==> config.mk <==
export PLATFORM = sky130hd
export DESIGN_NAME = countdown_timer
export DESIGN_NICKNAME = d
export VERILOG_FILES = /design/src/rtl/countdown_pkg.sv /design/src/rtl/countdown_timer.sv
export SDC_FILE = /design/constraint.sdc
export NUM_CORES = 1
export LEC_CHECK = 0
export CAP_MARGIN = 10
export CORE_UTILIZATION = 41
export CTS_CLUSTER_SIZE = 14
export DETAILED_ROUTE_END_ITERATION = 7
export PLACE_DENSITY = 0.69
export SLEW_MARGIN = 20
export SYNTH_ARGS = -nofsm -noshare
export SYNTH_HDL_FRONTEND = slang
export SYNTH_SLANG_ARGS = --single-unit
==> constraint.sdc <==
create_clock -name clk -period 1.6 [get_ports clk]
set_input_delay 0.16 -clock clk [delete_from_list [all_inputs] [get_ports clk]]
set_output_delay 0.16 -clock clk [all_outputs]
set_load 0.01 [all_outputs]
==> src/rtl/countdown_pkg.sv <==
// Shared definitions for the countdown timer: FSM state encoding and default width.
package countdown_pkg;

    localparam int WIDTH_DEF = 4;

    localparam logic [1:0] ST_IDLE = 2'd0;
    localparam logic [1:0] ST_RUN  = 2'd1;
    localparam logic [1:0] ST_HOLD = 2'd2;

endpackage

==> src/rtl/countdown_timer.sv <==
// Loadable down-counter with pause, optional auto-reload and a one-cycle done pulse on expiry.
module countdown_timer
    import countdown_pkg::*;
#(
    parameter int WIDTH = WIDTH_DEF
) (
    input  logic             clk,
    input  logic             rst,
    input  logic             load,
    input  logic [WIDTH-1:0] load_val,
    input  logic             start,
    input  logic             pause,
    input  logic             auto_reload,
    output logic [WIDTH-1:0] count,
    output logic             busy,
    output logic             done,
    output logic             zero
);

    localparam logic [WIDTH-1:0] CNT_ONE = WIDTH'(1);

    logic [1:0]       r_state;
    logic [1:0]       w_state_nx;
    logic [WIDTH-1:0] r_count;
    logic [WIDTH-1:0] w_count_nx;
    logic [WIDTH-1:0] r_reload;
    logic [WIDTH-1:0] w_reload_nx;
    logic             r_done;
    logic             w_done_nx;
    logic             r_busy;

    always_comb begin
        w_state_nx  = r_state;
        w_count_nx  = r_count;
        w_reload_nx = r_reload;
        w_done_nx   = 1'b0;
        if (load) begin
            w_count_nx  = load_val;
            w_reload_nx = load_val;
            w_state_nx  = ST_IDLE;
        end else begin
            case (r_state)
                ST_IDLE: begin
                    if (start) begin
                        if (r_count == '0) w_done_nx  = 1'b1;
                        else               w_state_nx = ST_RUN;
                    end
                end
                ST_RUN: begin
                    if (pause) begin
                        w_state_nx = ST_HOLD;
                    end else if (r_count == CNT_ONE) begin
                        // Expiry edge: reload in place, fall back to IDLE if nothing to reload
                        w_done_nx = 1'b1;
                        if (auto_reload && (r_reload != '0)) begin
                            w_count_nx = r_reload;
                        end else begin
                            w_count_nx = r_reload & {WIDTH{auto_reload}};
                            w_state_nx = ST_IDLE;
                        end
                    end else if (r_count == '0) begin
                        w_state_nx = ST_IDLE;
                    end else begin
                        w_count_nx = r_count - CNT_ONE;
                    end
                end
                ST_HOLD: begin
                    if (!pause) w_state_nx = ST_RUN;
                end
                default: w_state_nx = ST_IDLE;
            endcase
        end
    end

    always_ff @(posedge clk or negedge rst) begin
        if (!rst) begin
            r_state  <= ST_IDLE;
            r_count  <= '0;
            r_reload <= '0;
            r_done   <= 1'b0;
            r_busy   <= 1'b0;
        end else begin
            r_state  <= w_state_nx;
            r_count  <= w_count_nx;
            r_reload <= w_reload_nx;
            r_done   <= w_done_nx;
            r_busy   <= (w_state_nx != ST_IDLE);
        end
    end

    assign count = r_count;
    assign busy  = r_busy;
    assign done  = r_done;
    assign zero  = (r_count == '0);

endmodule

# ---- Word level (Yosys, flattened, before mapping)
# Index checks and enable logic that the tools add are counted.
dict set report classes {
  n_addsub 1
  n_reduce_logical 7
  eq_ne 5
  muxes 21
  bitwise_logic 1
}
# op count
set ops {}
lappend ops {{4-bit 2-to-1 mux} 6}
lappend ops {{2-bit 2-to-1 mux} 8}
lappend ops {{2-bit one-hot mux with 3 select lines} 1}
lappend ops {{1-bit 2-to-1 mux} 5}
lappend ops {{4-bit bitwise AND} 1}
lappend ops {{4-bit by 1-bit == test with 1-bit output, second input constant} 1}
lappend ops {{4-bit logical NOT} 1}
lappend ops {{2-bit nonzero test} 2}
lappend ops {{4-bit nonzero test} 1}
lappend ops {{4-bit by 1-bit subtractor with 4-bit output, second input constant} 1}
lappend ops {{3-bit by 2-bit inequality test with 1-bit output, second input constant} 1}
lappend ops {{3-bit AND reduction} 1}
lappend ops {{2-bit by 1-bit == test with 1-bit output, second input constant} 1}
lappend ops {{2-bit == test, second input constant} 1}
lappend ops {{2-bit logical NOT} 1}
lappend ops {{2-bit inequality test, second input constant} 1}
lappend ops {{1-bit one-hot mux with 2 select lines} 1}
lappend ops {{1-bit logical AND} 1}
dict set report word_totals {
  regBits 12
  elab_cells 40
}

# ---- Logic depth before layout (Yosys ltp)
dict set report logic_depth {
  depth_word 8
  mapped_depth 6
  depth_no_buf 6
}

# ---- Worst setup path after synthesis
# No wires, ideal clock.
dict set report synth_timing {
  path_kind {register to register}
  from {reg r_count[1], in the netlist count[1]}
  to {reg r_count[0], in the netlist count[0]}
  n_path_buf 0
  setup_time_ns 0.090
  path_slack_ns -0.052
  path_stages_with_launch 6
  t_arrival_ns 1.562
  path_cell_list {dfrtp_1 > inv_1 > ha_1 > nor3b_2 > mux2_2 > o221ai_1}
}
dict set report synth_between {
  elab_chain_cells 5
  elab_cells_between_ends 8
  cone_classes {eq/ne: 2; mux: 4; reduce/logical: 2}
}
# element line
set synth_lines {}
lappend synth_lines {{start: declaration} countdown_timer.sv:24} ;# logic [WIDTH-1:0] r_count;
lappend synth_lines {{start signal: assignment} countdown_timer.sv:84} ;# r_count <= w_count_nx;
lappend synth_lines {{4-bit by 1-bit == test with 1-bit output} countdown_timer.sv:52} ;# end else if (r_count == CNT_ONE) begin
lappend synth_lines {{4-bit 2-to-1 mux} countdown_timer.sv:52}
lappend synth_lines {{4-bit 2-to-1 mux} countdown_timer.sv:50} ;# if (pause) begin
lappend synth_lines {{4-bit 2-to-1 mux} countdown_timer.sv:42} ;# case (r_state)
lappend synth_lines {{4-bit 2-to-1 mux} countdown_timer.sv:37} ;# if (load) begin
# Parallel ways exist; a longest one is shown, timed or not. The select of a mux whose other input is x is not followed.
# A chain may end at the register's enable or synchronous reset.

# ---- Final worst setup path
dict set report layout_timing {
  from {reg r_count[1], in the netlist count[1]}
  to {reg r_count[1], in the netlist count[1]}
}
dict set report layout_between {
  elab_chain_cells 6
  elab_cells_between_ends 10
  cone_classes {add/sub: 1; eq/ne: 2; mux: 5; reduce/logical: 2}
}
# element line
set layout_lines {}
lappend layout_lines {{4-bit by 1-bit subtractor with 4-bit output} countdown_timer.sv:64} ;# w_count_nx = r_count - CNT_ONE;
lappend layout_lines {{4-bit 2-to-1 mux} countdown_timer.sv:61} ;# end else if (r_count == '0) begin
lappend layout_lines {{4-bit 2-to-1 mux} countdown_timer.sv:52}
lappend layout_lines {{4-bit 2-to-1 mux} countdown_timer.sv:50}
lappend layout_lines {{4-bit 2-to-1 mux} countdown_timer.sv:42}
lappend layout_lines {{4-bit 2-to-1 mux} countdown_timer.sv:37}
# Parallel ways exist; a longest one is shown, timed or not. The select of a mux whose other input is x is not followed.

==> results.yml <==
cts:
  cts_max_level: 1
  cts_buffers: 3
  clkSinkCount: 12
  insertion_delay_ns: 0.27
  clk_pin_slew_worst_paths_ns: 0.07
  root_buffer: "clkbuf_4"
  cts_tree: "yes"
  cts_hold_buf: 0
  cts.path.max_buffers: 2
critical_path:
  worst-path-max-fanout: 4
  required_ns: 1.79
  worstPathArrival_ns: 1.81
  crit_type: "reg2reg"
  critPathMaxStageDelay_ns: 0.40
  crit_path_start_kind: "register"
  path_cells: "inv_2 > buf_6 > ha_4 > nor3b_4 > mux2_4 > o221ai_2"
  crit_slowest_cell: "dfrtp_1"
  critPathCaptureType: "register"
logic_synthesis:
  synth-seq-area-share_pct: 38.3
  yosys_register_bits: 12
  synthArstFlopShare_pct: 100
  synth_flop_cell: "dfrtp_1"
  yosysUniqueCellTypes: 38
  syn-cell-area_um2: 783
  synth-edff-count: 0
  synth_common_cells: "12 x dfrtp_1, 12 x inv_1, 6 x nand2_1"
  syn_avg_cell_area_um2: 9.79
  yosys-top-cells-area: "dfrtp_1 38%, inv_1 5.8%, ha_1 4.8%, mux2_2 2.9%, nand2_1 2.9%"
  yosysTopAreaCellShare_pct: 38.3
  yosysWarnings: 0
  yosys.area.top_type: "dfrtp_1"
  syn_inst: 80
  syn_nets: 93
place:
  place_inst: 134
  placed_area_um2: 1080
  port_buffers: 16
  dp_hpwl_um: 1390
  gp_congestion: 0.773
run_status:
  status: "finished, violations left"
  violations: "setup timing"
power_and_ir_drop:
  peakVddDrop_uv: 731
  powerDensity_nw_per_um2: 822
  p_leak_nw: 0.530
  report.power.total_w: 0.00101
global_route:
  grt_overflow: 0
  grt_usage_pct: 20.8
  grt_pass1_wl_um: 2980
  grt_pass1_vias: 704
  antenna_found_initial: 0
  grt_max_degree: 13
final_layout:
  fillCellCount: 157
  diodes: 0
  drive_gt1_share_pct: 40.0
  nNetsFinal: 129
  syn_to_final_growth_pct: 57.5
  final_cell_area_um2: 1230
  final_cells: 140
die:
  pin_count: 17
  die_height_um: 45.7
  row_count: 15
  initial_utilization_pct: 44.4
  die_area_um2: 2090
  die_x_um: 45.7
  coreArea_um2: 1760
detailed_routing:
  wl_per_cell_um: 15.1
  vias_per_cell: 5.46
  route.detailed.drc: 0
  vias: 765
  ant_nets: 0
  drt-pass1-iter-count: 4
  drt_wl_total_um: 2110
  drt_iter0_drc: 13
sta:
  final_max_slew_viol_count: 0
  post-route-min-period_ns: 1.61
  clock.fmax_mhz: 619
  fin_skew_ns: 0.000598
  rsz0062_at_grt: "yes"
  slew_headroom_pct: 62.5
  worstMarginPinSlew_ns: 0.561
  layout_setup_ws_ns: -0.0143
  fin_crit_sh_pct: 101
  final_hold_viol_count: 0
  setup_violations: 3
  whs_ns: 0.246
hold_path:
  hp-class: "in2async"
run:
  cap_violations: 0
==> power breakdown <==
group	internal, W	total (W)	switching, W
Clock	0.000138	0.000240	0.000101
Combinational	0.000232	0.000420	0.000188
Sequential	0.000334	0.000354	0.0000199
==> metrics by stage <==
step | setup WS [ns] | setup TNS [ns] | util (%)
after detailed placement | -0.239 | -0.708 | 61.2
after floorplan | 0.00767 | 0 | -
after global placement | -0.205 | -0.572 | 61.2
after global routing | -0.0764 | -0.263 | 69.9
after CTS | 0.000620 | 0 | 67.1
final | -0.0143 | -0.0280 | 69.9
==> worst paths after layout <==
check	startpoint	to	slack [ns]	cells after the start
max in group asynchronous	rst	r_reload[3]	0.99	1
setup reg to reg	count[1]	count[1]	-0.01	6
min in group clk	load_val[1]	r_reload[1]	0.49	3
hold / removal	rst	r_state[1]	0.25	1
setup / recovery	count[1]	count[1]	-0.01	6
hold reg to reg	r_reload[0]	r_reload[0]	0.58	2
==> area by class of cell <==
| class | instances | area [um2] | share of cell area (%) |
|---|---|---|---|
| tap | 25 | 31.3 | 2.54 |
| multi-input combinational | 52 | 505 | 41.0 |
| timing repair buffer | 35 | 315 | 25.6 |
| clock buffer | 4 | 36.3 | 2.94 |
| sequential | 12 | 300 | 24.3 |
| inverter | 12 | 45.0 | 3.65 |
==> repair_timing <==
action	in CTS	in global routing
pin swaps	2	3
resized for setup	16	9
setup buffers	1	1
setup endpoints to repair	5	6
endpoints found under the hold margin	0	0
==> routing by layer <==
layer | vias to the layer above | GRT usage [%] | share of wire [%]
li1 | 361 | - | -
met1 | 367 | 24.6 | 39
met2 | 27 | 34.3 | 53
met3 | 10 | 3.57 | 4.4
met4 | 0 | 13.5 | 4.0
met5 | - | 0 | 0
==> worst max-delay path, delay by kind of cell, from the launching register on <==
kind | cells | cell delay, ns
flops | 1 | 0.40
compound gates | 1 | 0.16
buf+inv | 2 | 0.22
mux | 1 | 0.34
simple gates | 1 | 0.29
fa+ha+maj | 1 | 0.14
==> layout by cell type (no fill, tap or decap), drive strengths merged, types with 2 or more instances in the layout <==
cell,instances
buf,20
clkdlybuf4s50,15
dfrtp,12
inv,12
nand2,6
o21ai,4
clkbuf,4
nor2,3
ha,3
or3b,2
a32oi,2
o21bai,2
nor3,2
mux2,2
or2b,2
o221ai,2
nand4b,2
nor3b,2
a211o,2
==> kinds of logic (layout without fill, tap and decap cells) <==
| kind of cell | Yosys count | after routing | share of synthesized area (%) |
|---|---|---|---|
| simple gates | 26 | 26 | 22.4 |
| compound gates | 20 | 20 | 20.8 |
| mux | 2 | 2 | 2.88 |
| fa+ha+maj | 3 | 3 | 4.79 |
| flops | 12 | 12 | 38.3 |
| buf+inv | 16 | 51 | 9.74 |
| xor+xnor | 1 | 1 | 1.12 |
==> flip-flops by register name (all words and copies together) (netlist names) <==
name      count
done          1
r_reload      4
count         4
r_state       2
busy          1
(Power assumes the default switching activity.)
